`config.mk`:
```
export PLATFORM = sky130hd
export DESIGN_NAME = lane_grant_scheduler_flat
export DESIGN_NICKNAME = d
export VERILOG_FILES = /design/src/rtl/lane_grant_scheduler_if.sv /design/src/rtl/lane_grant_scheduler.sv /design/src/flat_wrapper.sv
export SDC_FILE = /design/constraint.sdc
export NUM_CORES = 1
export LEC_CHECK = 0
export BUFFER_PORTS_ARGS = -buffer_cell sky130_fd_sc_hd__buf_2
export CAP_MARGIN = 20
export CORE_MARGIN = 3
export CORE_UTILIZATION = 30
export CTS_BUF_LIST = sky130_fd_sc_hd__clkbuf_4 sky130_fd_sc_hd__clkbuf_8
export DETAILED_ROUTE_END_ITERATION = 12
export SYNTH_ARGS = -nofsm -noshare
export SYNTH_HDL_FRONTEND = slang
export SYNTH_SLANG_ARGS = --single-unit
```
`constraint.sdc`:
```
create_clock -name clk -period 6.2 [get_ports clk]
set_input_delay 0.62 -clock clk [delete_from_list [all_inputs] [get_ports clk]]
set_output_delay 0.62 -clock clk [all_outputs]
set_load 0.1 [all_outputs]
```
`src/rtl/lane_grant_scheduler_if.sv`:
```
// Request/grant bundle between the lane grant scheduler and the PE requesters.
// Handshake: req[k] is a level request; a grant is live while gnt_valid=1 and
// ends on a one-cycle done pulse, on req[gnt_idx] dropping, or on preempt.
interface lane_grant_scheduler_if;
   logic        en;
   logic [15:0] req;
   logic        done;
   logic        gnt_valid;
   logic [3:0]  gnt_idx;
   logic [15:0] gnt_onehot;
   logic        preempt;
   logic        busy;

   modport master (
      input  en, req, done,
      output gnt_valid, gnt_idx, gnt_onehot, preempt, busy
   );

   modport slave (
      output en, req, done,
      input  gnt_valid, gnt_idx, gnt_onehot, preempt, busy
   );
endinterface

```
`src/rtl/lane_grant_scheduler.sv`:
```
// Round-robin owner of the shared 4-to-16 lane-select decoder, with an idle gap between owners.
// Optional macro ARB_TIMEOUT_EN adds a hold-time limit that preempts an owner when others wait.
module lane_grant_scheduler #(
   parameter int N_REQ    = 16,
   parameter int IDX_W    = 4,
   parameter int GAP_CYC  = 2,
   parameter int HOLD_MAX = 64
) (
   input  logic                       clk,
   input  logic                       reset,
   lane_grant_scheduler_if.master     bus,
   output logic [1:0]                 dbg_state
);

   typedef enum logic [1:0] {
      IDLE = 2'd0,
      OWN  = 2'd1,
      GAP  = 2'd2
   } state_t;

   state_t             state_q, state_d;
   logic [IDX_W-1:0]   ptr_q, ptr_d;
   logic [3:0]         gap_q, gap_d;
   logic [IDX_W-1:0]   idx_q, idx_d;
   logic               valid_q, valid_d;
   logic [N_REQ-1:0]   onehot_q, onehot_d;
   logic               preempt_q, preempt_d;
   logic               busy_q, busy_d;

   logic               found;
   logic [IDX_W-1:0]   pick;
   logic [IDX_W-1:0]   cand;
   logic               release_own;
   logic               timeout_hit;

   // First set request at or above ptr, wrapping 15->0 through 4-bit arithmetic.
   always_comb begin
      found = 1'b0;
      pick  = ptr_q;
      cand  = '0;
      for (int i = 0; i < N_REQ; i++) begin
         cand = ptr_q + IDX_W'(i);
         if (!found && bus.req[cand]) begin
            found = 1'b1;
            pick  = cand;
         end
      end
   end

   assign release_own = bus.done || !bus.req[idx_q];

`ifdef ARB_TIMEOUT_EN
   localparam int HOLD_W = $clog2(HOLD_MAX);

   logic [HOLD_W-1:0]  hold_q, hold_d;
   logic [N_REQ-1:0]   owner_mask;
   logic               others_waiting;

   assign owner_mask     = N_REQ'(1) << idx_q;
   assign others_waiting = |(bus.req & ~owner_mask);
   assign timeout_hit    = (hold_q == HOLD_W'(HOLD_MAX - 1)) && others_waiting;

   always_ff @(posedge clk or negedge reset) begin
      if (!reset) hold_q <= '0;
      else        hold_q <= hold_d;
   end

   always_comb begin
      hold_d = hold_q;
      if (state_q == IDLE)
         hold_d = '0;
      else if (state_q == OWN && hold_q != HOLD_W'(HOLD_MAX - 1))
         hold_d = hold_q + HOLD_W'(1);
   end
`else
   assign timeout_hit = 1'b0;
`endif

   always_ff @(posedge clk or negedge reset) begin
      if (!reset) begin
         state_q   <= IDLE;
         ptr_q     <= '0;
         gap_q     <= '0;
         idx_q     <= '0;
         valid_q   <= 1'b0;
         onehot_q  <= '0;
         preempt_q <= 1'b0;
         busy_q    <= 1'b0;
      end else begin
         state_q   <= state_d;
         ptr_q     <= ptr_d;
         gap_q     <= gap_d;
         idx_q     <= idx_d;
         valid_q   <= valid_d;
         onehot_q  <= onehot_d;
         preempt_q <= preempt_d;
         busy_q    <= busy_d;
      end
   end

   // Outputs are computed from the next state so every port comes straight off a flop.
   always_comb begin
      state_d   = state_q;
      ptr_d     = ptr_q;
      gap_d     = gap_q;
      idx_d     = idx_q;
      valid_d   = valid_q;
      onehot_d  = onehot_q;
      preempt_d = 1'b0;
      unique case (state_q)
         IDLE: begin
            if (bus.en && found) begin
               state_d  = OWN;
               idx_d    = pick;
               valid_d  = 1'b1;
               onehot_d = {1'b1, {(N_REQ-1){1'b0}}} >> pick;
               ptr_d    = pick + IDX_W'(1);
            end
         end
         OWN: begin
            if (release_own || timeout_hit) begin
               state_d   = GAP;
               valid_d   = 1'b0;
               onehot_d  = '0;
               gap_d     = '0;
               preempt_d = !release_own;
            end
         end
         GAP: begin
            if (gap_q == 4'(GAP_CYC - 1)) begin
               state_d = IDLE;
               gap_d   = '0;
            end else begin
               gap_d = gap_q + 4'd1;
            end
         end
         default: state_d = IDLE;
      endcase
      busy_d = (state_d != IDLE);
   end

   assign bus.gnt_valid  = valid_q;
   assign bus.gnt_idx    = idx_q;
   assign bus.gnt_onehot = onehot_q;
   assign bus.preempt    = preempt_q;
   assign bus.busy       = busy_q;
   assign dbg_state      = state_q;

endmodule

```
`src/flat_wrapper.sv`:
```
// flat-port wrapper written by rule: the top's interface ports become plain ports
module lane_grant_scheduler_flat 
#(
   parameter int N_REQ    = 16,
   parameter int IDX_W    = 4,
   parameter int GAP_CYC  = 2,
   parameter int HOLD_MAX = 64
)
  (clk, reset, dbg_state, bus_en, bus_req, bus_done, bus_gnt_valid, bus_gnt_idx, bus_gnt_onehot, bus_preempt, bus_busy);
  lane_grant_scheduler_if bus_i ();
  input  logic clk;
  input  logic reset;
  output logic [1:0] dbg_state;
  input wire logic [$bits(bus_i.en)-1:0] bus_en;
  input wire logic [$bits(bus_i.req)-1:0] bus_req;
  input wire logic [$bits(bus_i.done)-1:0] bus_done;
  output wire logic [$bits(bus_i.gnt_valid)-1:0] bus_gnt_valid;
  output wire logic [$bits(bus_i.gnt_idx)-1:0] bus_gnt_idx;
  output wire logic [$bits(bus_i.gnt_onehot)-1:0] bus_gnt_onehot;
  output wire logic [$bits(bus_i.preempt)-1:0] bus_preempt;
  output wire logic [$bits(bus_i.busy)-1:0] bus_busy;
  assign bus_i.en = bus_en;
  assign bus_i.req = bus_req;
  assign bus_i.done = bus_done;
  assign bus_gnt_valid = bus_i.gnt_valid;
  assign bus_gnt_idx = bus_i.gnt_idx;
  assign bus_gnt_onehot = bus_i.gnt_onehot;
  assign bus_preempt = bus_i.preempt;
  assign bus_busy = bus_i.busy;
  lane_grant_scheduler #(.N_REQ(N_REQ), .IDX_W(IDX_W), .GAP_CYC(GAP_CYC), .HOLD_MAX(HOLD_MAX)) u_core (.clk(clk), .reset(reset), .bus(bus_i), .dbg_state(dbg_state));
endmodule
```
# Word level (Yosys, flattened, before mapping)
# Cells that the tools add are included.
[word_totals]
reg_bits = 33
in_bits = 20
out_inout_bits = 25
[op_classes]
shift = 1
addsub = 17
muxes = 80
reduce_logical = 41
n_eq_ne = 5
n_lt_le_gt_ge = 17
[op_table]
columns = ["operator", "n"]
rows = [
  ["$lt A4 B5 Y1 const B", 17],
  ["$bmux W1 S4", 17],
  ["$mux W4", 17],
  ["$mux W1", 37],
  ["$add A4 B4 Y4 const B", 8],
  ["$mux W16", 2],
  ["$pmux W16 S2", 1],
  ["$logic_not A1 Y1", 17],
  ["$add A4 B3 Y4 const B", 4],
  ["$logic_and A1 B1 Y1", 16],
  ["$shr A16 B4 Y16 const A", 1],
  ["$add A4 B1 Y4 const B", 3],
  ["$add A4 B2 Y4 const B", 2],
  ["$pmux W4 S2", 1],
  ["$mux W2", 3],
  ["$pmux W2 S3", 1],
  ["$reduce_bool A2 Y1", 3],
  ["$eq A4 B1 Y1 const B", 1],
  ["$ne A2 B1 Y1 const B", 2],
  ["$reduce_and A2 Y1", 2],
  ["$reduce_and A3 Y1", 1],
  ["$eq A2 B1 Y1 const B", 1],
  ["$eq A2 B2 Y1 const B", 1],
  ["$logic_not A2 Y1", 1],
  ["2 further kinds", 2],
]

# Depth between registers and ports, before layout
# Gate-level depths: netlist (run 1).
[depth]
word_depth = 52
depth_mapped = 19
mapped_depth_nobuf = 15

# Least setup slack after synthesis (run 1)
# OpenSTA, ideal clock, no wires.
[synth_path]
path_type = "flip-flop to flip-flop"
startpoint = "register u_core.ptr_q[0]"
endpoint = "register u_core.ptr_q[2]"
t_arrival_ns = 4.172
period_less_slack_ns = 4.307
t_required_ns = 6.065
setup_slack_ns = 1.893
path_buffers = 3
stages_incl_launch_ff = 18
path_cell_list = "dfrtp_1 buf_2 buf_2 inv_1 ha_1 inv_1 buf_1 mux4_2 a222oi_1 o2111ai_1 nor4_4 and2_1 a21oi_1 xnor2_1 ha_1 ha_1 nand2_1 o21ai_1"
[synth_via]
word_cells_on_any_way = 111
classes_between = "add/sub (16); mux (63); reduce/logical (32)"
[synth_lines]
columns = ["item", "line_no", "rtl"]
rows = [
  ["start: declaration", "lane_grant_scheduler.sv:22", "logic [IDX_W-1:0] ptr_q, ptr_d;"],
  ["start signal: assignment", "lane_grant_scheduler.sv:91", "ptr_q <= ptr_d;"],
  ["parallel branches: the longest is 47 deep, another holds $add A4 B1 Y4", "--", ""],
  ["$mux W4 *", "lane_grant_scheduler.sv:43", "if (!found && bus.req[cand]) begin"],
  ["net u_core.pick[0]", "lane_grant_scheduler.sv:31", "logic [IDX_W-1:0] pick;"],
  ["$add A4 B1 Y4 *", "lane_grant_scheduler.sv:117", "ptr_d = pick + IDX_W'(1);"],
]
# Mark *: on every way through the listed nets, which the timed path passes. The select of a mux whose other input is x is not followed.
# A chain may end at the register's enable or synchronous reset.

# Worst setup path in the final report (run 1)
[layout_path]
startpoint = "register u_core.ptr_q[1]"
endpoint = "register u_core.onehot_q[14] (netlist: u_core.bus.gnt_onehot[14])"
[layout_via]
elab_chain_len = 51
word_cells_on_any_way = 114
classes_between = "add/sub (15); eq/ne (1); shift (1); mux (65); reduce/logical (32)"
[layout_lines]
columns = ["item", "line_no", "rtl"]
rows = [
  ["parallel branches: the longest is 51 deep, another holds $add A4 B1 Y4", "--", ""],
  ["end signal: assignment", "lane_grant_scheduler.sv:95", "onehot_q <= onehot_d;"],
  ["end: declaration", "lane_grant_scheduler.sv:26", "logic [N_REQ-1:0] onehot_q, onehot_d;"],
]
# Parallel ways; which one is timed is not known. The select of a mux whose other input is x is not followed.

==> out/qor.yml, run 1 <==
ys_types: 71
cts-resized-gates: 0
grt_max_degree: 33
crit_chain: "buf_4 -> ha_1 -> xor2_2 -> mux4_2 -> a222oi_1 -> buf_4 -> o2111ai_1 -> nor4_4 -> nand2_2 -> o311ai_4 -> buf_4 -> nand3_1 -> o21ai_1"
synth.ff_latch_count: 32
worstMarginPinSlew_ns: 0.955
path_delay_family: "compound AO/OA/AOI/OAI gates"
max_stage_delay_ns: 0.72
max_slew_margin: 0.345
yosysTopAreaCell: "dfrtp_1"
netlist.area_leader.share: 0.191
cp-start-kind: "flip-flop"
worstPathMaxFanout: 18
drv_slew: 0
setup_viol: 0
remaining_drc_errors: 0
antenna_left: 0
htree_levels: 2
synth_area_leaders: "dfrtp_1 (19%), mux4_2 (15%), mux2i_1 (7.2%), mux2_2 (6.2%), nand2_1 (4.7%)"
ys_warn_count: 0
die_area_um2: 15400
drv_cap: 0
synth_ff_type: "dfrtp_1"
grt_pass1_vias: 3995
cts-root-buf: "clkbuf_8"
numCtsBuffers: 5
fin_skew_ns: 0.00635
n_antenna_cell: 0
crit_top_cell: "buf_4"
synth_edf_count: 0
vias: 4166
async_flop_share: 1.00
synthCells: 478
worstReg2RegStart: "u_core.ptr_q[1]"
fmax_ghz: 0.200
crit_type: "flip-flop to flip-flop"
hold_class: "input pin to asynchronous set/reset pin"
io_buffer_count: 43
routabilityCongestion: 0.935
final_cell_mix: "nand2_1 (52), buf_2 (43), dfrtp_1 (32)"
path_depth: 13
tns_ns: 0
fin_crit_sh: 0.805
grt_pass1_wl_um: 21400
post_cts_buffers: 0
synth_area_um2: 4200
end_kind: "flip-flop"
drive_gt1_frac: 0.256
cp_slowest_cell: "o311ai_4"
gr-total-overflow: 0
area_growth_pct: 12.5
die_h_um: 124
dieWidth_um: 124
r2r_slack_ns: 1.21
cts_num_sinks: 32
start_util: 0.312
pin_count: 45
viasPerCell: 6.06
nFillCells: 1445
status: "finished, final reports clean"
nNetsFinal: 546
antenna_found_initial: 0
avgSynthCellArea_um2: 8.78
rows: 42
cts_hold_buf: 0
tritoncts: "built"
synth_fp_nets: 513
cts_buffer_depth: 2
finalHoldViolations: 0
finalWirelength_um: 13200
cp.required_ns: 6.41
grt.total_usage: 0.166
coreArea_um2: 13500
clk_pin_slew_worst_paths_ns: 0.07
hpwl_um: 10100
drtIter0Drc: 325
rsz0062_at_grt: "false"
cp.arrival_ns: 5.20
drtPass1Iterations: 5
layout_commonest_cell: "nand2_1"
r2r_end: "u_core.bus.gnt_onehot[14]"
path_buf_inv: 3
r2r_cells: 13
yosysSeqAreaShare: 0.191
routedWlPerCell_um: 19.2
fin_crit_ns: 4.99
clock_latency_ns: 0.29
## routing by layer
layer	up-vias	share of wire	global-route usage
met5	-	0	0
met4	0	0.042	0.0696
met3	48	0.070	0.0292
met2	188	0.46	0.265
met1	2024	0.43	0.221
li1	1906	-	-
## stage by stage
step | setup slack (ns) | hold slack (ns) | utilization | instances | area, um^2
6_report | 1.21 | 0.382 | 0.351 | 688 | 4720
5_1_grt | 0.778 | 0.428 | 0.351 | 688 | 4720
4_1_cts | 1.26 | 0.403 | 0.351 | 688 | 4720
3_5_place_dp | 1.27 | 0.472 | 0.343 | 680 | 4610
3_3_place_gp | 1.43 | 0.465 | 0.343 | 680 | 4610
2_1_floorplan | 1.89 | 0.324 | - | 478 | 4200
## logic make-up after synthesis
group | share of synthesized area
simple gates | 0.183
compound gates | 0.214
mux | 0.298
buf+inv | 0.0418
flops | 0.191
fa+ha+maj | 0.0447
xor+xnor | 0.0268
other cells | 0.000894
## state kept, by name, summed over array words and instances, names as in the netlist
name                   flops
u_core.bus.gnt_onehot     16
u_core.bus.gnt_idx         4
u_core.gap_q               4
u_core.ptr_q               4
u_core.dbg_state           2
u_core.bus.busy            1
u_core.bus.gnt_valid       1
## how the worst max path moves through the flow
stage | slack (ns) | startpoint | to
after floorplan | 1.89 | u_core.ptr_q[0] | u_core.ptr_q[2]
after global placement | 1.43 | u_core.ptr_q[1] | u_core.bus.gnt_onehot[1]
after detailed placement | 1.27 | u_core.ptr_q[1] | u_core.ptr_q[2]
after CTS | 1.26 | u_core.ptr_q[1] | u_core.ptr_q[2]
after global routing | 0.78 | u_core.ptr_q[1] | u_core.bus.gnt_onehot[0]
final | 1.21 | u_core.ptr_q[1] | u_core.bus.gnt_onehot[14]
## cell usage after synthesis, drive strengths merged, types with 9 or more instances
| library cell | instances |
|---|---|
| xnor2 | 9 |
| and2 | 11 |
| nor2 | 28 |
| inv | 12 |
| a21oi | 28 |
| mux2i | 32 |
| nand3 | 29 |
| buf | 15 |
| o211ai | 10 |
| nand2 | 53 |
| clkbuf | 14 |
| mux2 | 26 |
| ha | 15 |
| mux4 | 28 |
| o21ai | 35 |
| dfrtp | 32 |
## area by class of cell
cell class | instances | area [um^2] | area share
tap | 176 | 220 | 0.0467
clock buffer | 6 | 76.3 | 0.0162
clock inverter | 2 | 35.0 | 0.00742
sequential | 32 | 801 | 0.170
multi-input combinational | 405 | 3240 | 0.686
inverter | 12 | 45.0 | 0.00954
timing repair buffer | 55 | 305 | 0.0647
Power of run 1 is left out: the tool's default activity adds up to more than one toggle a clock period on the data nets, which glitch-free logic cannot reach.
==> run 2, diff against run 1 <==
--- a/config.mk
+++ b/config.mk
@@ -5,6 +5,7 @@
 export SDC_FILE = /design/constraint.sdc
 export NUM_CORES = 1
 export LEC_CHECK = 0
+export ABC_AREA = 1
 export BUFFER_PORTS_ARGS = -buffer_cell sky130_fd_sc_hd__buf_2
 export CAP_MARGIN = 20
 export CORE_MARGIN = 3
==> constraint.sdc (replaced) <==
create_clock -name clk -period 4.5 [get_ports clk]
set_input_delay 0.45 -clock clk [delete_from_list [all_inputs] [get_ports clk]]
set_output_delay 0.45 -clock clk [all_outputs]
set_load 0.1 [all_outputs]
==> out/qor.yml, run 2 <==
drive_gt1_frac: 0.153
crit_type: "flip-flop to flip-flop"
synth_area_um2: 3480
drv_slew: 0
gr-total-overflow: 0
yosysSeqAreaShare: 0.230
synthCells: 585
nNetsFinal: 666
worst_slack_ns: 0.337
cts_hold_buf: 0
numCtsBuffers: 5
nFillCells: 1231
antenna_left: 0
hold_class: "input pin to asynchronous set/reset pin"
pin_count: 45
routedWlPerCell_um: 13.5
avgSynthCellArea_um2: 5.95
cts_num_sinks: 32
area_growth_pct: 14.9
rows: 38
worstMarginPinSlew_ns: 0.702
worstPathMaxFanout: 14
io_buffer_count: 43
htree_levels: 2
final_cell_mix: "nand2_1 (201), nand3_1 (115), inv_1 (63)"
synth.ff_latch_count: 32
synth_area_leaders: "dfrtp_1 (23%), nand2_1 (22%), nand3_1 (17%), inv_1 (6.8%), ha_1 (5.4%)"
fin_crit_ns: 4.16
coreArea_um2: 11100
multi_input_area_um2: 2320
grt.total_usage: 0.161
start_util: 0.314
die_h_um: 114
cts_buffer_depth: 2
largest_reg_flops: 16
clk_pin_slew_worst_paths_ns: 0.07
viasPerCell: 5.02
grt_pass1_wl_um: 17200
fin_crit_sh: 0.925
die_area_um2: 12900
drtPass1Iterations: 5
drv_cap: 0
routabilityCongestion: 0.898
synthTopCellsByCount: "nand2_1 (201), nand3_1 (115), inv_1 (63), nor2_1 (50), dfrtp_1 (32)"
hpwl_um: 8160
dieWidth_um: 114
synth_edf_count: 0
yosysTopAreaCell: "dfrtp_1"
layout_commonest_cell: "nand2_1"
cp-start-kind: "flip-flop"
end_kind: "flip-flop"
synth_ff_type: "dfrtp_1"
grt_pass1_vias: 3625
fmax_ghz: 0.240
clock_latency_ns: 0.29
finalHoldViolations: 0
fin_skew_ns: 0.00611
cts-root-buf: "clkbuf_8"
setup_viol: 0
seq_area_um2: 802
cp.required_ns: 4.66
status: "finished, final reports clean"
drtIter0Drc: 281
netlist.area_leader.share: 0.230
dp_slack_ns: 0.145
n_antenna_cell: 0
yosysMostFrequentCell: "nand2_1"
ys_types: 36
antenna_found_initial: 0
vias: 3878
cp.arrival_ns: 4.32
max_slew_margin: 0.532
r2r_cells: 23
ys_warn_count: 0
async_flop_share: 1.00
remaining_drc_errors: 0
synth_fp_nets: 620
tritoncts: "built"
grt_max_degree: 33
finalWirelength_um: 10400
## run 2: changes by cell type in the layout (fill, tap and decap cells not counted), moves of 22 or more
cell / change
nor2_1: +22
a21oi_1: -23
nand2_1: +149
mux2i_1: -30
mux2_2: -23
nand3_1: +86
mux4_2: -28
inv_1: +54
## run 2: what timing repair did
item | CTS | global route
hold endpoints to repair | 0 | 0
resized for setup | 0 | 3
endpoints found under the setup margin | 0 | 15
buffers inserted | 0 | 3
## run 2: worst paths after layout
path                                             to  slack (ns)                      from
setup / recovery                    u_core.ptr_q[2]        0.34           u_core.ptr_q[1]
max in group asynchronous           u_core.ptr_q[2]        3.81                     reset
min in group clk                u_core.dbg_state[0]        0.46                  bus_done
hold / removal             u_core.bus.gnt_onehot[3]        0.20                     reset
hold reg to reg            u_core.bus.gnt_onehot[2]        0.48  u_core.bus.gnt_onehot[2]
setup reg to reg                    u_core.ptr_q[2]        0.34           u_core.ptr_q[1]
## run 2: critical path, cell delays in order, from the launching register on
cell     delay, ns
dfrtp_1       0.34
inv_1         0.06
buf_4         0.19
ha_2          0.42
inv_1         0.18
nand3_1       0.16
nand3_1       0.09
nand2_1       0.15
nand3_4       0.13
nor2_8        0.14
nand4_4       0.11
nor2_4        0.18
nand4_4       0.13
nor3_4        0.31
nand3_2       0.13
nor2_4        0.17
inv_2         0.06
nand2_2       0.08
xor2_2        0.22
inv_1         0.11
ha_1          0.24
ha_1          0.28
nand2_1       0.07
o21ai_0       0.08
## run 2: cells by family (layout without fill, tap and decap cells)
family	after synthesis	in the layout	synth area share
compound gates	42	42	0.0693
xor+xnor	9	9	0.0269
fa+ha+maj	15	15	0.0539
buf+inv	89	136	0.104
flops	32	32	0.230
other cells	1	1	0.00108
simple gates	397	397	0.515
## run 2: routing by layer
layer	up-vias	share of wire	GRT usage
li1	1970	-	-
met2	158	0.46	0.263
met5	-	0	0
met4	0	0.024	0.0577
met1	1726	0.44	0.217
met3	24	0.076	0.0255
## run 2: through the flow
stage,TNS (ns),utilization,std cells,hold WS (ns),cell area (um^2)
finish,0,0.361,772,0.200,4000
global route,-0.0163,0.361,772,0.241,4000
detailed placement,0,0.347,761,0.461,3850
CTS,0,0.357,769,0.223,3960
floorplan,0,-,585,0.154,3480
global placement,0,0.347,761,0.462,3850
## run 2: area by class of cell
cell class	instances	share of cell area
clock buffer	6	0.0191
clock inverter	2	0.00876
inverter	74	0.0694
multi-input combinational	464	0.581
sequential	32	0.200
tap	140	0.0438
timing repair buffer	54	0.0775
Power of run 2 is left out for the same reason.
==> run 3, diff against run 2 <==
--- a/config.mk
+++ b/config.mk
@@ -6,12 +6,13 @@
 export NUM_CORES = 1
 export LEC_CHECK = 0
 export ABC_AREA = 1
-export BUFFER_PORTS_ARGS = -buffer_cell sky130_fd_sc_hd__buf_2
+export BUFFER_PORTS_ARGS = -buffer_cell sky130_fd_sc_hd__clkbuf_2
 export CAP_MARGIN = 20
 export CORE_MARGIN = 3
-export CORE_UTILIZATION = 30
+export CORE_UTILIZATION = 45
 export CTS_BUF_LIST = sky130_fd_sc_hd__clkbuf_4 sky130_fd_sc_hd__clkbuf_8
 export DETAILED_ROUTE_END_ITERATION = 12
+export PLACE_DENSITY = 0.67
 export SYNTH_ARGS = -nofsm -noshare
 export SYNTH_HDL_FRONTEND = slang
 export SYNTH_SLANG_ARGS = --single-unit
==> out/qor.yml, run 3 (synthesis gave the netlist of run 2 again) <==
final_area_um2: 3960
grt.total_usage: 0.247
crit_type: "flip-flop to flip-flop"
coreArea_um2: 7370
finalWirelength_um: 10300
cts_hold_buf: 0
hpwl_um: 8100
largest_reg_flops: 16
antenna_found_initial: 0
dpl_cell_area_um2: 3790
dieWidth_um: 94.0
finalHoldViolations: 0
fmax_ghz: 0.241
status: "finished, final reports clean"
gr-total-overflow: 0
nFillCells: 773
area_growth_pct: 13.6
cts_num_sinks: 32
n_antenna_cell: 0
cts-root-buf: "clkbuf_8"
start_util: 0.473
drv_slew: 0
finalNonFillerCells: 733
final_util: 0.537
cts_buffer_depth: 2
layout_commonest_cell: "nand2_1"
fin_crit_sh: 0.921
fin_crit_ns: 4.15
pin_count: 45
max_slew_margin: 0.483
cp.required_ns: 4.65
worstMarginPinSlew_ns: 0.776
clk_pin_slew_worst_paths_ns: 0.07
viasPerCell: 5.33
die_area_um2: 8830
hold_class: "input pin to asynchronous set/reset pin"
dr_wl_met2_um: 4990
drive_gt1_frac: 0.161
grt_pass1_vias: 3660
nNetsFinal: 668
worstPathMaxFanout: 10
setup_viol: 0
grt_pass1_wl_um: 17500
grt_max_degree: 33
drtPass1Iterations: 6
end_kind: "flip-flop"
routabilityCongestion: 0.922
rows: 31
drtIter0Drc: 281
cp-start-kind: "flip-flop"
clock_latency_ns: 0.28
met3_length_um: 625
die_h_um: 94.0
vias: 3907
tritoncts: "built"
routedWlPerCell_um: 14.0
io_buffer_count: 43
htree_levels: 2
place_inst: 719
antenna_left: 0
final_cell_mix: "nand2_1 (201), nand3_1 (115), inv_1 (60)"
drt-met1-wl_um: 4500
fin_skew_ns: 0.00739
remaining_drc_errors: 0
cp.arrival_ns: 4.30
tns_ns: 0
numCtsBuffers: 5
drv_cap: 0
highest_layer: "met4"
-- run 3: final timing paths --
check                                          from                  endpoint  slack, ns  cells past startpoint
max reg2reg                         u_core.ptr_q[1]           u_core.ptr_q[2]       0.35                     24
min reg2reg                u_core.bus.gnt_onehot[6]  u_core.bus.gnt_onehot[6]       0.48                      2
min in group clk                           bus_done       u_core.dbg_state[0]       0.46                      4
min                                           reset  u_core.bus.gnt_onehot[3]       0.23                      1
max                                 u_core.ptr_q[1]           u_core.ptr_q[2]       0.35                     24
max in group asynchronous                     reset           u_core.ptr_q[2]       3.73                      1
-- run 3: final cells by class --
cell class	instances	area, um^2	area share
sequential	32	802	0.203
tap	99	124	0.0313
clock buffer	7	90.1	0.0228
inverter	74	285	0.0721
multi-input combinational	464	2340	0.590
timing repair buffer	56	313	0.0790
clock inverter	1	7.51	0.00190
-- run 3: through the flow --
| stage | worst slack, ns | hold slack (ns) |
|---|---|---|
| after floorplan | 0.615 | 0.154 |
| after detailed placement | 0.167 | 0.464 |
| after CTS | 0.103 | 0.253 |
| after global placement | 0.265 | 0.464 |
| after global routing | -0.0166 | 0.296 |
| final | 0.354 | 0.230 |
-- run 3: routing by layer --
| metal | track usage | vias up |
|---|---|---|
| met5 | 0 | - |
| met1 | 0.331 | 1782 |
| met3 | 0.0232 | 14 |
| met4 | 0.0722 | 0 |
| li1 | - | 1979 |
| met2 | 0.419 | 132 |
-- run 3: worst max-delay path: stages, from the launching register on --
cell and delay, ns:
dfrtp_1 0.36, inv_2 0.09, buf_4 0.18, ha_2 0.42, clkinvlp_4 0.19, buf_4 0.17, nand3_1 0.07, nand2_1 0.08
inv_1 0.09, nand2_1 0.05, o21ai_1 0.18, nand4_4 0.17, nor2_4 0.17, nand4_4 0.13, nor3_4 0.25, nand3_2 0.11
nor2_4 0.17, inv_2 0.05, nand2_2 0.10, xor2_4 0.21, inv_1 0.10, ha_1 0.23, ha_1 0.28, nand2_1 0.06
o21ai_0 0.08
-- run 3: repair_timing --
item                       in CTS  in global routing
buffers inserted                0                  6
setup endpoints to repair       0                 23
resized for setup               0                  7
Power of run 3 is left out for the same reason.
